==> src/rtl/csr_trap_unit_pkg.sv <==
// Shared types and CSR address map for the machine-mode CSR file / trap sequencer.
package csr_trap_unit_pkg;

  localparam int unsigned ECAUSE_W = 4;

  typedef enum logic [ECAUSE_W-1:0] {
    EC_INSN_MISALIGN  = 4'd0,
    EC_INSN_ACCESS    = 4'd1,
    EC_ILLEGAL_INSN   = 4'd2,
    EC_BREAKPOINT     = 4'd3,
    EC_LOAD_MISALIGN  = 4'd4,
    EC_LOAD_ACCESS    = 4'd5,
    EC_STORE_MISALIGN = 4'd6,
    EC_STORE_ACCESS   = 4'd7,
    EC_ECALL_M        = 4'd11
  } ecause_t;

  typedef enum logic [1:0] {
    CSR_READ  = 2'd0,
    CSR_WRITE = 2'd1,
    CSR_SET   = 2'd2,
    CSR_CLEAR = 2'd3
  } csr_op_t;

  localparam logic [11:0] CSR_MSTATUS   = 12'h300;
  localparam logic [11:0] CSR_MISA      = 12'h301;
  localparam logic [11:0] CSR_MTVEC     = 12'h305;
  localparam logic [11:0] CSR_MSCRATCH  = 12'h340;
  localparam logic [11:0] CSR_MEPC      = 12'h341;
  localparam logic [11:0] CSR_MCAUSE    = 12'h342;
  localparam logic [11:0] CSR_MHARTID   = 12'hF14;
  localparam logic [11:0] CSR_MCYCLE    = 12'hB00;
  localparam logic [11:0] CSR_MINSTRET  = 12'hB02;
  localparam logic [11:0] CSR_MCYCLEH   = 12'hB80;
  localparam logic [11:0] CSR_MINSTRETH = 12'hB82;

  // RV32I, single hart 0
  localparam logic [31:0] MISA_VALUE    = 32'h4000_0100;
  localparam logic [31:0] MHARTID_VALUE = 32'h0000_0000;

  function automatic logic [31:0] csr_apply(csr_op_t op, logic [31:0] old, logic [31:0] arg);
    case (op)
      CSR_WRITE: return arg;
      CSR_SET:   return old | arg;
      CSR_CLEAR: return old & ~arg;
      default:   return old;
    endcase
  endfunction

endpackage

==> src/rtl/csr_trap_unit_counter64.sv <==
// 64-bit CSR counter with 32-bit half writes; a write to either half suppresses that cycle's increment.
module csr_counter64 (
  input  logic        clk_i,
  input  logic        rst_i,
  input  logic        inc_i,
  input  logic        wr_lo_i,
  input  logic        wr_hi_i,
  input  logic [31:0] wdata_i,
  output logic [63:0] value_o
);

  logic [63:0] cnt_q, cnt_d;

  always_comb begin
    cnt_d = cnt_q;
    if (wr_lo_i)      cnt_d[31:0]  = wdata_i;
    else if (wr_hi_i) cnt_d[63:32] = wdata_i;
    else if (inc_i)   cnt_d        = cnt_q + 64'd1;
  end

  always_ff @(posedge clk_i or posedge rst_i) begin
    if (rst_i) cnt_q <= '0;
    else       cnt_q <= cnt_d;
  end

  assign value_o = cnt_q;

endmodule

==> src/rtl/csr_trap_unit.sv <==
// Machine-mode CSR file and trap/flush sequencer with fetch redirect.
// Optional mcycle/minstret counters when CSR_COUNTERS_EN is defined.
module csr_trap_unit
  import csr_trap_unit_pkg::*;
#(
  parameter int unsigned KILL_CYCLES = 2,
  parameter logic [31:0] MTVEC_RESET = 32'h0000_0100
) (
  input  logic        clk_core,
  input  logic        reset,
  input  logic        wb_valid,
  input  logic        wb_exc,
  input  ecause_t     wb_exc_cause,
  input  logic        wb_flush,
  input  logic [29:0] wb_pc,
  input  logic        wb_stall,
  input  logic        csr_req,
  input  csr_op_t     csr_op,
  input  logic [11:0] csr_addr,
  input  logic [31:0] csr_wdata,
  output logic [31:0] csr_rdata,
  output logic        csr_illegal,
  output logic        csr_kill,
  output logic        csr_redirect,
  output logic [29:0] csr_redirect_pc
);

  typedef enum logic {ST_RUN, ST_KILL} state_t;

  state_t              state_q, state_d;
  logic [2:0]          cnt_q, cnt_d;
  logic                mie_q, mie_d, mpie_q, mpie_d;
  logic [29:0]         mtvec_q, mtvec_d, mepc_q, mepc_d;
  logic [ECAUSE_W-1:0] mcause_q, mcause_d;
  logic [31:0]         mscratch_q, mscratch_d;
  logic                redirect_q, redirect_d;
  logic [29:0]         redirect_pc_q, redirect_pc_d;

  logic        take, flush, known, read_only, csr_we;
  logic [31:0] wval;

  assign take     = (state_q == ST_RUN) & ~wb_stall & wb_exc;
  assign flush    = (state_q == ST_RUN) & ~wb_stall & wb_valid & wb_flush & ~wb_exc;
  assign csr_kill = take | flush | (state_q == ST_KILL);

`ifdef CSR_COUNTERS_EN
  logic [63:0] mcycle, minstret;

  csr_counter64 u_mcycle (
    .clk_i   (clk_core),
    .rst_i   (reset),
    .inc_i   (1'b1),
    .wr_lo_i (csr_we && csr_addr == CSR_MCYCLE),
    .wr_hi_i (csr_we && csr_addr == CSR_MCYCLEH),
    .wdata_i (wval),
    .value_o (mcycle)
  );

  csr_counter64 u_minstret (
    .clk_i   (clk_core),
    .rst_i   (reset),
    .inc_i   (wb_valid & ~wb_stall & ~csr_kill),
    .wr_lo_i (csr_we && csr_addr == CSR_MINSTRET),
    .wr_hi_i (csr_we && csr_addr == CSR_MINSTRETH),
    .wdata_i (wval),
    .value_o (minstret)
  );
`endif

  always_comb begin
    known     = 1'b1;
    read_only = 1'b0;
    csr_rdata = '0;
    case (csr_addr)
      CSR_MSTATUS:  csr_rdata = {19'd0, 2'b11, 3'd0, mpie_q, 3'd0, mie_q, 3'd0};
      CSR_MISA:     begin csr_rdata = MISA_VALUE;    read_only = 1'b1; end
      CSR_MTVEC:    csr_rdata = {mtvec_q, 2'b00};
      CSR_MSCRATCH: csr_rdata = mscratch_q;
      CSR_MEPC:     csr_rdata = {mepc_q, 2'b00};
      CSR_MCAUSE:   csr_rdata = {{(32-ECAUSE_W){1'b0}}, mcause_q};
      CSR_MHARTID:  begin csr_rdata = MHARTID_VALUE; read_only = 1'b1; end
`ifdef CSR_COUNTERS_EN
      CSR_MCYCLE:    csr_rdata = mcycle[31:0];
      CSR_MCYCLEH:   csr_rdata = mcycle[63:32];
      CSR_MINSTRET:  csr_rdata = minstret[31:0];
      CSR_MINSTRETH: csr_rdata = minstret[63:32];
`endif
      default:      known = 1'b0;
    endcase
  end

  assign csr_illegal = ~known | (read_only & (csr_op != CSR_READ));
  assign csr_we      = csr_req & ~csr_kill & ~csr_illegal & (csr_op != CSR_READ);
  assign wval        = csr_apply(csr_op, csr_rdata, csr_wdata);

  always_comb begin
    state_d       = state_q;
    cnt_d         = cnt_q;
    mie_d         = mie_q;
    mpie_d        = mpie_q;
    mtvec_d       = mtvec_q;
    mepc_d        = mepc_q;
    mcause_d      = mcause_q;
    mscratch_d    = mscratch_q;
    redirect_d    = 1'b0;
    redirect_pc_d = redirect_pc_q;

    if (csr_we) begin
      case (csr_addr)
        CSR_MSTATUS:  begin mie_d = wval[3]; mpie_d = wval[7]; end
        CSR_MTVEC:    mtvec_d    = wval[31:2];
        CSR_MSCRATCH: mscratch_d = wval;
        CSR_MEPC:     mepc_d     = wval[31:2];
        CSR_MCAUSE:   mcause_d   = wval[ECAUSE_W-1:0];
        default:      ;
      endcase
    end

    // csr_we is already blocked by csr_kill here, so the trap update cannot collide with a write
    if (take) begin
      mepc_d        = wb_pc;
      mcause_d      = wb_exc_cause;
      mpie_d        = mie_q;
      mie_d         = 1'b0;
      redirect_d    = 1'b1;
      redirect_pc_d = mtvec_q;
    end else if (flush) begin
      redirect_d    = 1'b1;
      redirect_pc_d = wb_pc + 30'd1;
    end

    case (state_q)
      ST_RUN: begin
        if ((take | flush) && KILL_CYCLES > 1) begin
          state_d = ST_KILL;
          cnt_d   = 3'(KILL_CYCLES - 1);
        end
      end
      ST_KILL: begin
        if (cnt_q == 3'd1) state_d = ST_RUN;
        else               cnt_d   = cnt_q - 3'd1;
      end
      default: state_d = ST_RUN;
    endcase
  end

  always_ff @(posedge clk_core or posedge reset) begin
    if (reset) begin
      state_q       <= ST_RUN;
      cnt_q         <= '0;
      mie_q         <= 1'b0;
      mpie_q        <= 1'b0;
      mtvec_q       <= MTVEC_RESET[31:2];
      mepc_q        <= '0;
      mcause_q      <= '0;
      mscratch_q    <= '0;
      redirect_q    <= 1'b0;
      redirect_pc_q <= '0;
    end else begin
      state_q       <= state_d;
      cnt_q         <= cnt_d;
      mie_q         <= mie_d;
      mpie_q        <= mpie_d;
      mtvec_q       <= mtvec_d;
      mepc_q        <= mepc_d;
      mcause_q      <= mcause_d;
      mscratch_q    <= mscratch_d;
      redirect_q    <= redirect_d;
      redirect_pc_q <= redirect_pc_d;
    end
  end

  assign csr_redirect    = redirect_q;
  assign csr_redirect_pc = redirect_pc_q;

endmodule

==> config.mk <==
export PLATFORM = sky130hd
export DESIGN_NAME = csr_trap_unit
export DESIGN_NICKNAME = d
export VERILOG_FILES = /design/src/rtl/csr_trap_unit_pkg.sv /design/src/rtl/csr_trap_unit_counter64.sv /design/src/rtl/csr_trap_unit.sv
export SDC_FILE = /design/constraint.sdc
export NUM_CORES = 1
export LEC_CHECK = 0
export ABC_AREA = 1
export CAP_MARGIN = 20
export CORE_MARGIN = 4
export CORE_UTILIZATION = 45
export CTS_CLUSTER_DIAMETER = 40
export DETAILED_ROUTE_END_ITERATION = 8
export PLACE_DENSITY = 0.76
export REMOVE_ABC_BUFFERS = 1
export SLEW_MARGIN = 20
export SYNTH_ARGS = -nofsm -noshare
export SYNTH_HDL_FRONTEND = slang
export SYNTH_SLANG_ARGS = --single-unit
==> constraint.sdc <==
create_clock -name clk_core -period 10.3 [get_ports clk_core]
set_clock_uncertainty 0.2 [all_clocks]
set_input_delay 1.545 -clock clk_core [delete_from_list [all_inputs] [get_ports clk_core]]
set_output_delay 1.545 -clock clk_core [all_outputs]
set_load 0.005 [all_outputs]
==> impl_results.md, run 1 <==
- Unrepaired setup endpoints after global routing: no
- TNS Setup: 0 ps
- Syn avg cell area: between 6 and 7 µm²
- Total congestion overflow: 0
- Worst slew margin: 0.298
- Die X: about 140 µm
- Setup crit start kind: input pin
- Setup Fix Bufs, Post-CTS: 0
- Fin. Hold Viols: 0
- CP Class: in -> out
- H-tree Lvls: 4
- Layout cells sized above 1: 0.0752
- Max_cap viols: 0
- DR pass1 iterations: 5
- Worst IR Drop VDD: roughly 130 µV
- DR WL/cell: 16.0 µm
- Resized cells post-CTS: 0
- DR vias/cell: 5.29
- # clock sinks: 133
- Slowest CP cell: inv_2
- Dpl ws: about 4300 ps
- Ant diodes: 0
- DP Wirelength: approximately 16 mm
- Cell variety after synth: 38
- Total CTS buffers: 17
- Buffers on Ports: about 150
- Antenna violations before repair: 0
- Nets: 1381
- LEAKAGE: 5.14 nW
- Seq/Total Area, Yosys: 0.415
- Fmax: 163 MHz
- Flops & latches, synth: 133
- Total Routing Usage GR: 0.247
- Die Ht: between 100 and 150 µm
- Root Driver: clkbuf_16
- First-pass GRT wire length: 39.9 mm
- Status: completed
- Cell area power density: 143 mW/mm²
- Number of global-route vias before repair: between 7000 and 8000
- Hold Crit Class: reg -> reg
- Hold_buf cts: 0
- Post-detailed-route count of antenna-violating nets: 0
- DR vias: between 8000 and 9000
- Min Clock Period, post-route: 6120 ps
- Clock tree buffer depth: 2
- Most used cell, CP: clkdlybuf4s50_1
- Critical Path RT: roughly 8600 ps
- Pin count of the biggest net entering global routing: 82
- Crit Path Max Fanout: 79
- CTS tree: yes
- # IOs: 152
- Global placement routability congestion: roughly 0.92
- Drc violations: 0
- Sequence of cells on the critical path: clkdlybuf4s50_1 > nor2_1 > nand2_2 > buf_4 > inv_2 > nor2_4 > nand2_1 > clkdlybuf4s50_1
- Worst-skew pair later-pin latency: between 400 and 500 ps
- DRT iter0 DRCs: around 630
- Placeable Area: 0.0174 mm²
- Setup ws final: approximately 4200 ps
- Die area: 0.0200 mm²
- Post-Syn Instances: around 1200
- Max incr delay on CP: 660 ps
- Area growth syn-to-layout: 29.0%
- WP data arrival: 4370 ps
- Syn. warnings: 0
- Total power: ~0.0015 W
- Slew Limit Fails: 0
- Final setup fails: 0
- Rows: 48
- Initial core utilization: 0.461
- Routed WL: 24.4 mm
- CTS clk-pin slew, worst paths: approximately 60 ps
- CP Capture Type: output port
- Synthesized area: ~0.008 mm²
- Fin crit share: 0.594
- Worst-margin pin slew: 1050 ps
[layer usage]
metal  vias up  wire [µm]  GRT usage
met5         -          0          0
met4         0        364     0.0581
met3        31       1840     0.0563
met2       307      11400      0.403
met1      3810      10800      0.336
li1       3947          -          -
[critical path: cells and delay by family]
family / cells / cell delay [ps]
buffers and inverters: 4 / 2230
and+or+nand+nor: 4 / 530
[final timing paths]
path	from	to	slack, ps	depth (start not counted)
worst max-delay path	wb_stall	csr_kill	4180	8
worst min-delay path	mscratch_q[1]	mscratch_q[1]	290	2
worst max register to register	state_q	mepc_q[4]	6200	13
worst min register to register	mscratch_q[1]	mscratch_q[1]	290	2
max in group asynchronous	reset	csr_redirect_pc[6]	7280	3
min in group asynchronous	reset	state_q	1450	2
[final cells by class]
cell class                 count  area [µm²]
multi-input combinational    888        4100
clock buffer                  20         457
fill                        1624        7060
inverter                      88         337
sequential                   133        3330
timing repair buffer         163        1630
tap                          225         282
clock inverter                12         225
[flip-flops by register name, indices dropped and copies added (netlist names)]
signal           count
mscratch_q          32
csr_redirect_pc     30
mepc_q              30
mtvec_q             30
mcause_q             4
cnt_q                3
csr_redirect         1
mie_q                1
mpie_q               1
state_q              1
[kinds of logic after synthesis]
kind of cell,share of synthesized area
simple gates,0.390
buf+inv,0.0756
flops,0.415
compound gates,0.0873
xor+xnor,0.0273
fa+ha+maj,0.00468
[synth_stat cells]
master | count | area (µm²)
nand2_1 | 555 | 2080
o211ai_1 | 9 | 67.6
inv_2 | 8 | 30.0
nor2_4 | 6 | 67.6
or2_2 | 3 | 18.8
nor4_1 | 2 | 12.5
nand2_4 | 1 | 11.3
a31oi_1 | 2 | 12.5
a21boi_0 | 1 | 7.51
o221ai_1 | 3 | 26.3
clkinv_2 | 1 | 5.00
a22o_1 | 4 | 35.0
nand3_1 | 75 | 375
buf_2 | 16 | 80.1
nand3_2 | 19 | 190
a21oi_1 | 3 | 15.0
buf_1 | 4 | 15.0
o21ai_0 | 51 | 255
clkbuf_1 | 25 | 93.8
nand2_2 | 3 | 18.8
nand4_2 | 1 | 12.5
o21bai_1 | 2 | 15.0
buf_4 | 4 | 30.0
nand4_4 | 1 | 21.3
inv_1 | 79 | 297
buf_6 | 5 | 56.3
nor3_1 | 10 | 50.1
xnor2_1 | 6 | 52.6
nand4_1 | 12 | 75.1
dfrtp_1 | 132 | 3300
ha_1 | 3 | 37.5
o22ai_1 | 1 | 6.26
o21ai_1 | 52 | 260
xor2_1 | 19 | 166
nor2_2 | 8 | 50.1
nor2_1 | 35 | 131
nor3_4 | 1 | 16.3
dfstp_2 | 1 | 26.3
[where the power goes]
group / leakage (nW) / switching [W] / internal [W]
logic: 3.07 / 0.000109 / 0.0000899
clock network: 0.322 / 0.000232 / 0.000467
registers: 1.75 / 0.0000236 / 0.000558
total: 5.14 / 0.000364 / 0.00111
[through the flow]
stage,instances,hold WS [ps],util,cell area (µm²)
2_1_floorplan,1109,249,-,7750
3_3_place_gp,1495,262,0.553,9630
3_5_place_dp,1495,275,0.553,9630
4_1_cts,1527,288,0.592,10300
5_1_grt,1529,307,0.594,10400
6_report,1529,289,0.594,10400
[layout by cell type, fill, tap and decap left out, types with 7 or more instances in the layout]
| cell | n |
|---|---|
| buf_4 | 10 |
| clkbuf_16 | 17 |
| clkdlybuf4s50_1 | 151 |
| dfrtp_1 | 132 |
| inv_1 | 77 |
| inv_2 | 8 |
| nand2_1 | 555 |
| nand3_1 | 75 |
| nand3_2 | 19 |
| nand4_1 | 12 |
| nor2_1 | 34 |
| nor2_2 | 8 |
| nor2_4 | 7 |
| nor3_1 | 10 |
| o211ai_1 | 9 |
| o21ai_0 | 51 |
| o21ai_1 | 52 |
| xor2_1 | 19 |
(Power assumes the default switching activity.)
==> run 2, diff against run 1 <==
Clock period 10.3 ns to 5.9 ns, I/O delays scaled along.
==> run 2 against run 1 <==
Effect of this change:
- sequential power is 74% higher
- worst setup slack worse by 3100 ps
- largest cell class unchanged
- critical path type unchanged
- cell count stayed put
- highest routed layer unchanged
- sequential share of layout area is 0.37 points higher
- largest power group unchanged
==> impl_results.md, run 2 (same netlist as run 1, synthesis figures left out) <==
- Status: completed
- Sequence of cells on the critical path: clkdlybuf4s50_1 > inv_2 > nand2_2 > nor2_2 > inv_1 > nor2_2 > buf_4 > nand2_1 > nand3_1 > clkdlybuf4s50_1
- Max_cap viols: 0
- Die Ht: 142 µm
- Setup slack, reg-to-reg: 3040 ps
- Layout cells sized above 1: 0.0752
- CTS tree: yes
- Ant diodes: 0
- CP Class: in -> out
- Slowest CP cell: nor2_2
- Max incr delay on CP: 790 ps
- Total CTS buffers: 17
- Reg-to-reg endpoint: mscratch_q[15]
- Storage element area: about 0.0033 mm²
- FF-to-FF Start: state_q
- Fin crit share: 0.818
- Number of global-route vias before repair: 7946
- CP Capture Type: output port
- Total Routing Usage GR: 0.251
- Pint: 0.00178 W
- Min Clock Period, post-route: approximately 4800 ps
- Buffers on Ports: 151
- Top reg by flops: mscratch_q
- Die area: 0.0200 mm²
- Hold EP: mscratch_q[1]
- Worst slew margin: 0.317
- Clock tree buffer depth: 2
- Placeable Area: 0.0174 mm²
- Slew Limit Fails: 0
- H-tree Lvls: 4
- DR WL/cell: 16.2 µm
- Routed WL: roughly 25 mm
- # IOs: 152
- Clock Power Share: 0.434
- Die X: 142 µm
- Fill count: between 1500 and 2000
- Hold_sp: mscratch_q[1]
- Fin. Hold Viols: 0
- Worst IR Drop VDD: ~180 µV
- Worst-margin pin slew: 1020 ps
- CTS clk-pin slew, worst paths: 60 ps
- Most common cell after layout, fill and taps aside: nand2_1
- Multi-input logic area: 0.00409 mm²
- Setup Fix Bufs, Post-CTS: 0
- DR vias: 8068
- LEAKAGE: 5.10 nW
- Unrepaired setup endpoints after global routing: no
- Seq pwr share: 0.421
- Setup crit start kind: input pin
- Commonest cells after routing, fill and taps aside: 555 x nand2_1, 151 x clkdlybuf4s50_1, 132 x dfrtp_1
- Root Driver: clkbuf_16
- WP data arrival: around 3700 ps
- Drc violations: 0
- DR pass1 iterations: 5
- Global placement routability congestion: ~0.9
- DRT iter0 DRCs: 669
- Total congestion overflow: 0
- Rows: 48
- Worst-skew pair later-pin latency: 420 ps
- # clock sinks: 133
- Hold_buf cts: 0
- Worst Hold Depth: 2
- DP Wirelength: 16.7 mm
- DR vias/cell: 5.28
- TNS Setup: 0 ps
- Reg2reg path depth: 11
- Hold Crit Class: reg -> reg
- First-pass GRT wire length: 40.1 mm
- Pin count of the biggest net entering global routing: 79
- Post-detailed-route count of antenna-violating nets: 0
- Final setup fails: 0
- Nets: 1382
- Cell area power density: 235 mW/mm²
- Crit Path Max Fanout: 18
- Logic gate share of total power: 0.146
- Switch share: 0.261
- Area growth syn-to-layout: 27.5%
- Critical Path RT: between 4000 and 5000 ps
- Switching power: 0.000628 W
- Number of flip-flops under the largest register name: 32
- Antenna violations before repair: 0
- Initial core utilization: 0.461
- Resized cells post-CTS: 0
- Total power: 0.00241 W
- Fmax: 207 MHz
run 2: stage by stage:
stage | util | worst slack [ps] | hold WS, ps | area (µm²) | instances
after floorplan | - | 778 | 249 | 7750 | 1109
after global placement | 0.555 | 1200 | 262 | 9660 | 1498
after detailed placement | 0.555 | 1110 | 265 | 9660 | 1498
after CTS | 0.588 | 1100 | 281 | 10200 | 1529
after global routing | 0.588 | 878 | 294 | 10200 | 1529
final | 0.588 | 1080 | 279 | 10200 | 1529
run 2: per-layer routing:
metal | routed length [µm] | global-route usage | vias to the layer above
met4 | 611 | 0.0869 | 0
li1 | - | - | 3946
met2 | 11600 | 0.412 | 287
met5 | 0 | 0 | -
met3 | 1870 | 0.0522 | 51
met1 | 10700 | 0.329 | 3784
run 2: power by group through the flow:
stage | logic (W) | clock network (W) | registers (W)
CTS | 0.000353 | 0.00105 | 0.00101
global placement | 0.000341 | 0 | 0.00103
detailed placement | 0.000350 | 0 | 0.00103
floorplan | 0.000171 | 0 | 0.00102
global route | 0.000393 | 0.00109 | 0.00102
finish | 0.000351 | 0.00104 | 0.00101
run 2: worst max-delay path by stage:
| stage | from | end | slack, ps | cells past startpoint |
|---|---|---|---|---|
| 2_1_floorplan | wb_stall | mepc_q[0] | 780 | 10 |
| 3_3_place_gp | csr_addr[3] | csr_rdata[8] | 1200 | 10 |
| 3_5_place_dp | csr_addr[3] | csr_rdata[8] | 1110 | 10 |
| 4_1_cts | csr_addr[3] | csr_rdata[20] | 1100 | 10 |
| 5_1_grt | csr_addr[3] | csr_rdata[20] | 880 | 10 |
| 6_report | csr_addr[3] | csr_rdata[20] | 1080 | 10 |
run 2: layout make-up:
class	instances	area share
Multi-Input combinational cell	888	0.400
Clock buffer	22	0.0463
Clock inverter	9	0.0100
Tap cell	225	0.0275
Inverter	88	0.0326
Timing Repair Buffer	164	0.158
Sequential cell	133	0.325
run 2: critical path: cells and delay by family:
kind          cells  cell delay, ps
simple gates      5            1250
buf+inv           5            1590
==> run 3, diff against run 2 <==
Clock period 5.9 ns to 5 ns, I/O delays scaled along.
==> run 3 against run 2 <==
Effect of this change:
- global-route usage barely moved
- non-clock buffer count is 3 higher
- final area up 1.4%
- via count down 0.26%
- power rose by 27%
- combinational power increased by 19%
- critical endpoint is now csr_rdata[11]
- die area unchanged
- wire length is essentially flat
- worst setup slack lost 170 ps
- utilization is 0.83 points higher
- critical path type unchanged
- critical path depth is the same
- register-to-register slack got worse by 1300 ps
==> impl_results.md, run 3 (same netlist as run 1, synthesis figures left out) <==
- # clock sinks: ~130
- Number of flip-flops under the largest register name: 32
- DRT iter0 DRCs: 647
- Buffers on Ports: approximately 150
- Antenna violations before repair: 0
- Worst-skew pair later-pin latency: 430 ps
- Routed WL: ~25 mm
- Crit Path Max Fanout: 16
- Critical Path Start: csr_addr[3]
- Total CTS buffers: 17
- Setup slack, reg-to-reg: 1770 ps
- Fin cells: 1533
- CP Class: in -> out
- CTS clk-pin slew, worst paths: 60 ps
- TNS Setup: 0 ps
- Clock tree buffer depth: 2
- Total congestion overflow: 0
- Worst-margin pin slew: 926 ps
- Post-detailed-route count of antenna-violating nets: 0
- Hold EP: mscratch_q[8]
- Slew Limit Fails: 0
- DR vias/cell: approximately 5.2
- H-tree Lvls: 4
- Max_cap viols: 0
- Resized cells post-CTS: 0
- Min Clock Period, post-route: 4100 ps
- CTS tree: yes
- Critical Path RT: 4050 ps
- Die X: 142 µm
- Top reg by flops: mscratch_q
- DR pass1 iterations: 7
- First-pass GRT wire length: approximately 40 mm
- FF-to-FF Start: state_q
- Nets: 1385
- Fin crit share: 0.820
- Final hold slack: 283 ps
- # IOs: 152
- Worst Hold Depth: 2
- Hold_buf cts: 0
- Cell area power density: 294 mW/mm²
- Hold Crit Class: reg -> reg
- Area growth syn-to-layout: 29.3%
- Rows: 48
- Drc violations: 0
- Final setup fails: 0
- WP data arrival: 3150 ps
- Global placement routability congestion: 0.898
- Initial core utilization: 0.461
- Placed cell count: 1500
- Fill count: 1614
- DP Wirelength: 16.9 mm
- Commonest cells after routing, fill and taps aside: 555 x nand2_1, 151 x clkdlybuf4s50_1, 132 x dfrtp_1
- Most common cell after layout, fill and taps aside: nand2_1
- Multi-input logic area: 0.00409 mm²
- Layout cells sized above 1: 0.0787
- Die area: 0.0200 mm²
- Placeable Area: 0.0174 mm²
- Die Ht: 142 µm
- DR WL/cell: 16.2 µm
- Hold_sp: mscratch_q[8]
- Final Cell Area: 0.0104 mm²
- Reg2reg path depth: 11
- Ant diodes: 0
- Fmax: 244 MHz
- Placed cell areas: 0.00969 mm²
- Worst slew margin: 0.382
- CP Capture Type: output port
- Unrepaired setup endpoints after global routing: no
- Root Driver: clkbuf_16
- Storage element area: between 0.003 and 0.004 mm²
- Worst IR Drop VDD: 227 µV
- Setup crit start kind: input pin
- DR vias: 8047
- Setup Fix Bufs, Post-CTS: 0
- Total Routing Usage GR: 0.251
- Fin. Hold Viols: 0
- Pin count of the biggest net entering global routing: 79
- Status: completed
- LEAKAGE: 5.17 nW
- Number of global-route vias before repair: 7701
- Reg-to-reg endpoint: mepc_q[15]
[run 3: cell types whose count changed in the layout (fill, tap and decap cells not counted), sizes merged]
cell / previous run / this run
bufinv: 2 / 6
clkinv: 5 / 6
buf: 13 / 16
clkbuf: 22 / 17
inv: 87 / 89
clkinvlp: 3 / 2
[run 3: critical path, cell delays in order]
cell and delay, ps:
clkdlybuf4s50_1 520, inv_2 90, nand2_2 80, nor2_4 180
inv_2 60, nor2_4 470, buf_12 240, nand2_1 80
nand4_1 120, clkdlybuf4s50_1 530
[run 3: worst max path at each step]
stage	endpoint	slack, ps	cells past startpoint
2_1_floorplan	mepc_q[0]	10	10
3_3_place_gp	csr_rdata[11]	970	10
3_5_place_dp	mepc_q[13]	870	12
4_1_cts	csr_rdata[11]	920	10
5_1_grt	csr_rdata[19]	730	9
6_report	csr_rdata[11]	900	10
[run 3: layer usage]
| layer | share of wire | track usage |
|---|---|---|
| met5 | 0 | 0 |
| met4 | 0.020 | 0.0813 |
| met3 | 0.078 | 0.0492 |
| met2 | 0.47 | 0.408 |
| met1 | 0.43 | 0.337 |
[run 3: through the flow]
step,total power [W],setup WS (ps),util
2_1_floorplan,0.00140,12.9,-
3_3_place_gp,0.00162,966,0.556
3_5_place_dp,0.00163,867,0.556
4_1_cts,0.00307,916,0.595
5_1_grt,0.00318,734,0.596
6_report,0.00305,901,0.596
[run 3: power by group]
part	internal (W)	switching, W	leakage [nW]
registers	0.00115	0.0000457	1.75
clock network	0.000940	0.000505	0.324
logic	0.000186	0.000230	3.09
[run 3: layout make-up]
type                            count  share of cell area
Clock inverter                     15              0.0243
Clock buffer                       17              0.0410
Timing Repair Buffer              167               0.160
Multi-Input combinational cell    888               0.394
Sequential cell                   133               0.321
Tap cell                          225              0.0271
Inverter                           88              0.0322
==> edit 1: new RTL, flow settings as in run 2 <==
Remove the case item `CSR_MCAUSE` of the case on `csr_addr`.
--- a/src/rtl/csr_trap_unit.sv
+++ b/src/rtl/csr_trap_unit.sv
@@ -77,7 +77,6 @@
       CSR_MTVEC:    csr_rdata = {mtvec_q, 2'b00};
       CSR_MSCRATCH: csr_rdata = mscratch_q;
       CSR_MEPC:     csr_rdata = {mepc_q, 2'b00};
-      CSR_MCAUSE:   csr_rdata = {{(32-ECAUSE_W){1'b0}}, mcause_q};
       CSR_MHARTID:  begin csr_rdata = MHARTID_VALUE; read_only = 1'b1; end
 `ifdef CSR_COUNTERS_EN
       CSR_MCYCLE:    csr_rdata = mcycle[31:0];
Formal check against the unedited RTL: not equivalent (Yosys sat finds a counterexample within 4 cycles, from zero or initial values and one cycle with reset high).
==> edit 1 against run 2 <==
  * First-iteration DRC count rose by 9.3%
  * Routed wire length increased by 11%
  * Cell count is 0.39% higher
  * Critical path depth down 1
  * Worst setup slack gained 0.16 ns
  * Synthesized area up 2.2%
  * Maximum frequency is 3.4% higher
  * Sequential cell count down 4
  * Die area rose by 2.1%
  * Cell area increased by 1.2%
Power is not compared: it rests on default switching activity, and its combinational part moved more than twofold at a synthesized area within 25%.
==> edit 1: results (changes against run 2) <==
Synth top cells by count=nand2_1, nand3_1, dfrtp_1; first-pass GRT wire length=43,800 µm (+9.2%); fin nets=1,383 (+0.072%); number of global-route vias before repair=8,374 (+5.4%); Synth area leader=dfrtp_1; global placer's final weighted congestion=0.852 (-2.5%); WL/cell=17.9 µm (+11%); hold path cells=2 (unchanged); Worst Hold Class=reg2reg; status=complete, no violations; R2R setup slack=2.53 ns (-0.51 ns); Post-CTS Resized=0 (unchanged); First-pass DRT Iterations=6 (+1); Final HPWL DP=18,200 µm (+9.2%); GR Util All Layers=27.3% (+2.2 points); max reg flops=32 (unchanged); Post-synth ARST share=100% (unchanged); Max Root-Sink Buffers=2 (unchanged); share of post-route cells with drive strength above 1=8.42% (+0.91 points); clk_lat worst skew=0.42 ns (about the same); top cells by area, synth=dfrtp_1, nand2_1, nand3_1; IO buf count=147 (-2.6%); CTS Buf Count=17 (unchanged); Slowest cell on crit path=clkdlybuf4s50_1; CP Max Fanout=17 (-1); Post-CTS Setup Repair Bufs=0 (unchanged); Critical Path AT=3.58 ns (-0.16 ns); sequential-to-total area share from yosys stat=39.4% (-2.1 points); synth warn=0 (unchanged); P_clk=slightly above 1 mW; initial antenna violation count=1 (+1); max_slew headroom=36.6% (+4.9 points); register with the most flip-flops=mscratch_q; via count=8,641 (+7.1%); DRT iter0 DRCs=731 (+9.3%); largest net degree at the start of global routing=71 (-10%); max incr delay on CP=0.55 ns (-0.24 ns)
## edit 1: cell count changes in the layout (fill, tap and decap cells not counted), sizes merged, moves of 12 or more
cell	before	now
inv	87	99
nand2	559	481
nand3	94	157
o211ai	9	40
o21ai	103	85
## edit 1: path summary, 6_finish.rpt
check                               from             to
setup / recovery             csr_addr[0]  csr_rdata[10]
hold / removal             mscratch_q[9]  mscratch_q[9]
setup reg to reg                 state_q  mscratch_q[4]
hold reg to reg            mscratch_q[9]  mscratch_q[9]
max in group asynchronous          reset     mtvec_q[6]
min in group asynchronous          reset   csr_redirect
## edit 1: metal layers
layer  global-route usage [%]  share of wire, %  vias up
met5                        0             0.047        -
met4                     8.90               2.4        2
met3                     6.56                11       63
met2                     42.3                46      469
met1                     37.8                41     4052
li1                         -                 -     4055
## edit 1: final cells by class
type	instances	area, µm²
fillers	1669	7600
multi-input cells	882	4280
flip-flops and latches	129	3230
repair buffers	163	1620
clock buffers	27	513
inverters	100	378
well taps	229	287
clock inverters	5	50.0
## edit 1: per-stage QoR
step / hold WS (ns) / std cells / worst slack, ns / area [µm²]
after floorplan: 0.250 / 1111 / 1.14 / 7870
after global placement: 0.262 / 1502 / 1.36 / 9770
after detailed placement: 0.266 / 1503 / 1.31 / 9800
after CTS: 0.280 / 1535 / 1.30 / 10400
after global routing: 0.296 / 1535 / 1.15 / 10400
final: 0.279 / 1535 / 1.23 / 10400
## edit 1: logic make-up (layout without fill, tap and decap cells)
group                      Yosys count  after routing  synth area share (%)
AOI/OAI and AO/OA                  144            144                  11.6
xor gates and xnor gates            23             23                  2.46
buffers and inverters              162            295                  8.63
DFF                                129            129                  39.4
and+or+nand+nor                    712            712                  37.5
adders and majority gates            3              3                 0.458
==> edit 2: new RTL, config.mk and constraints of run 2 <==
Without the edit above. Change the parameter `MTVEC_RESET` from 32'h0000_0100 to 32'h000000C0.
--- a/src/rtl/csr_trap_unit.sv
+++ b/src/rtl/csr_trap_unit.sv
@@ -4,7 +4,7 @@
   import csr_trap_unit_pkg::*;
 #(
   parameter int unsigned KILL_CYCLES = 2,
-  parameter logic [31:0] MTVEC_RESET = 32'h0000_0100
+  parameter logic [31:0] MTVEC_RESET = 32'h000000C0
 ) (
   input  logic        clk_core,
   input  logic        reset,
Check against the original RTL: not equivalent (a bounded check fails within 4 cycles, from zero or initial values and one cycle with reset high).
==> edit 2 against run 2 <==
  * Global-route usage fell by 0.084 points
  * Via count fell by 0.30%
  * Total power rose by 6.6%
  * Worst setup slack improved by 0.37 ns
  * Routed wire length rose by 0.85%
  * Cell area rose by 1.0%
  * Synthesized area barely moved
  * Sequential cell count did not move
  * Critical endpoint is now csr_rdata[11]
  * Highest routed layer unchanged
==> edit 2: results (changes against run 2) <==
CP Max Fanout=29 (+11); Max Root-Sink Buffers=2 (unchanged); DRT iter0 DRCs=692 (+3.4%); IO buf count=151 (unchanged); Post-CTS Resized=0 (unchanged); share of post-route cells with drive strength above 1=7.74% (+0.22 points); global placer's final weighted congestion=0.888 (+1.6%); clk_lat worst skew=0.42 ns (about the same); register with the most flip-flops=mscratch_q; GR Overflow Total=0 (unchanged); htree depth=4 (unchanged); Synth top cells by count=nand2_1, dfrtp_1, inv_1; largest net degree at the start of global routing=134 (+70%); Worst Hold Class=reg2reg; number of global-route vias before repair=7,724 (-2.8%); Critical Path AT=3.37 ns (-0.37 ns); synth warn=0 (unchanged); hold_sp=mtvec_q[4]; Worst R2R Start=state_q; Post-CTS Setup Repair Bufs=0 (unchanged); diode count=0 (unchanged); hold path cells=2 (unchanged); status=complete, no violations; FF-to-FF path depth=11 (unchanged); Final HPWL DP=16,600 µm (-0.21%); via count=8,044 (-0.30%); sequential-to-total area share from yosys stat=41.5% (about the same); max_slew headroom=38.4% (+6.7 points); max reg flops=32 (unchanged); initial antenna violation count=0 (unchanged); critical path launch point=csr_addr[3]; static leakage power=5.15 nW (+0.83%); CTS Buf Count=17 (unchanged); First-pass DRT Iterations=5 (unchanged); Post-synth ARST share=100% (unchanged); clk root buf=clkbuf_16; Unique masters post-synth=38 (unchanged); GR Util All Layers=25.0% (-0.084 points); first-pass GRT wire length=39,900 µm (-0.57%); final wirelength=25,000 µm (+0.85%); VDD IR max=0.230 mV (+29%); Worst-path clk slew=0.06 ns (about the same); top cells by area, synth=dfrtp_1, nand2_1, nand3_1; fin nets=1,382 (unchanged)
edit 2: area by class of cell:
| class | instances | area, µm² |
|---|---|---|
| sequential | 133 | 3330 |
| tap | 225 | 282 |
| timing repair buffer | 164 | 1640 |
| inverter | 88 | 334 |
| clock inverter | 14 | 219 |
| fill | 1584 | 7080 |
| multi-input combinational | 888 | 4090 |
| clock buffer | 18 | 439 |
edit 2: path summary, 6_finish.rpt:
| path | endpoint | slack [ns] |
|---|---|---|
| setup / recovery | csr_rdata[11] | 1.45 |
| hold / removal | mtvec_q[4] | 0.29 |
| setup reg to reg | mscratch_q[5] | 3.08 |
| hold reg to reg | mtvec_q[4] | 0.29 |
| max in group asynchronous | csr_redirect_pc[28] | 4.11 |
| min in group asynchronous | cnt_q[2] | 0.76 |
edit 2: per-layer routing:
layer / vias to the layer above / track usage [%] / part of all wire (%)
met1: 3736 / 34.2 / 44
met5: - / 0 / 0
met2: 311 / 40.2 / 46
met3: 50 / 4.45 / 7.1
met4: 0 / 8.13 / 2.1
li1: 3947 / - / -
edit 2: metrics by stage:
step	std cells	instance area [µm²]	worst slack (ns)	power [mW]
after floorplan	1109	7750	0.778	1.19
after global placement	1497	9650	1.53	1.37
after detailed placement	1497	9650	1.46	1.38
after CTS	1529	10300	1.45	2.57
after global routing	1530	10300	1.27	2.67
final	1530	10300	1.45	2.57
edit 2: cells by family after synthesis:
family	count (synthesis)	synth area share, %
buffers and inverters	142	7.56
DFF	133	41.5
AOI/OAI and AO/OA	128	8.73
xor gates and xnor gates	25	2.73
adders and majority gates	3	0.468
and+or+nand+nor	732	39.0
edit 2: critical path: stages:
cell and delay [ns]:
clkdlybuf4s50_1 0.51, inv_2 0.09, nand2_2 0.08, nor2_4 0.18, inv_2 0.06, nor2_4 0.72, nand2_1 0.17, nand4_1 0.14
clkdlybuf4s50_1 0.53
edit 2: power breakdown:
group / switching, mW / total (mW) / leakage, nW / internal (mW)
clock network: 0.434 / 1.20 / 0.318 / 0.766
registers: 0.0391 / 1.01 / 1.75 / 0.974
logic: 0.195 / 0.354 / 3.08 / 0.158
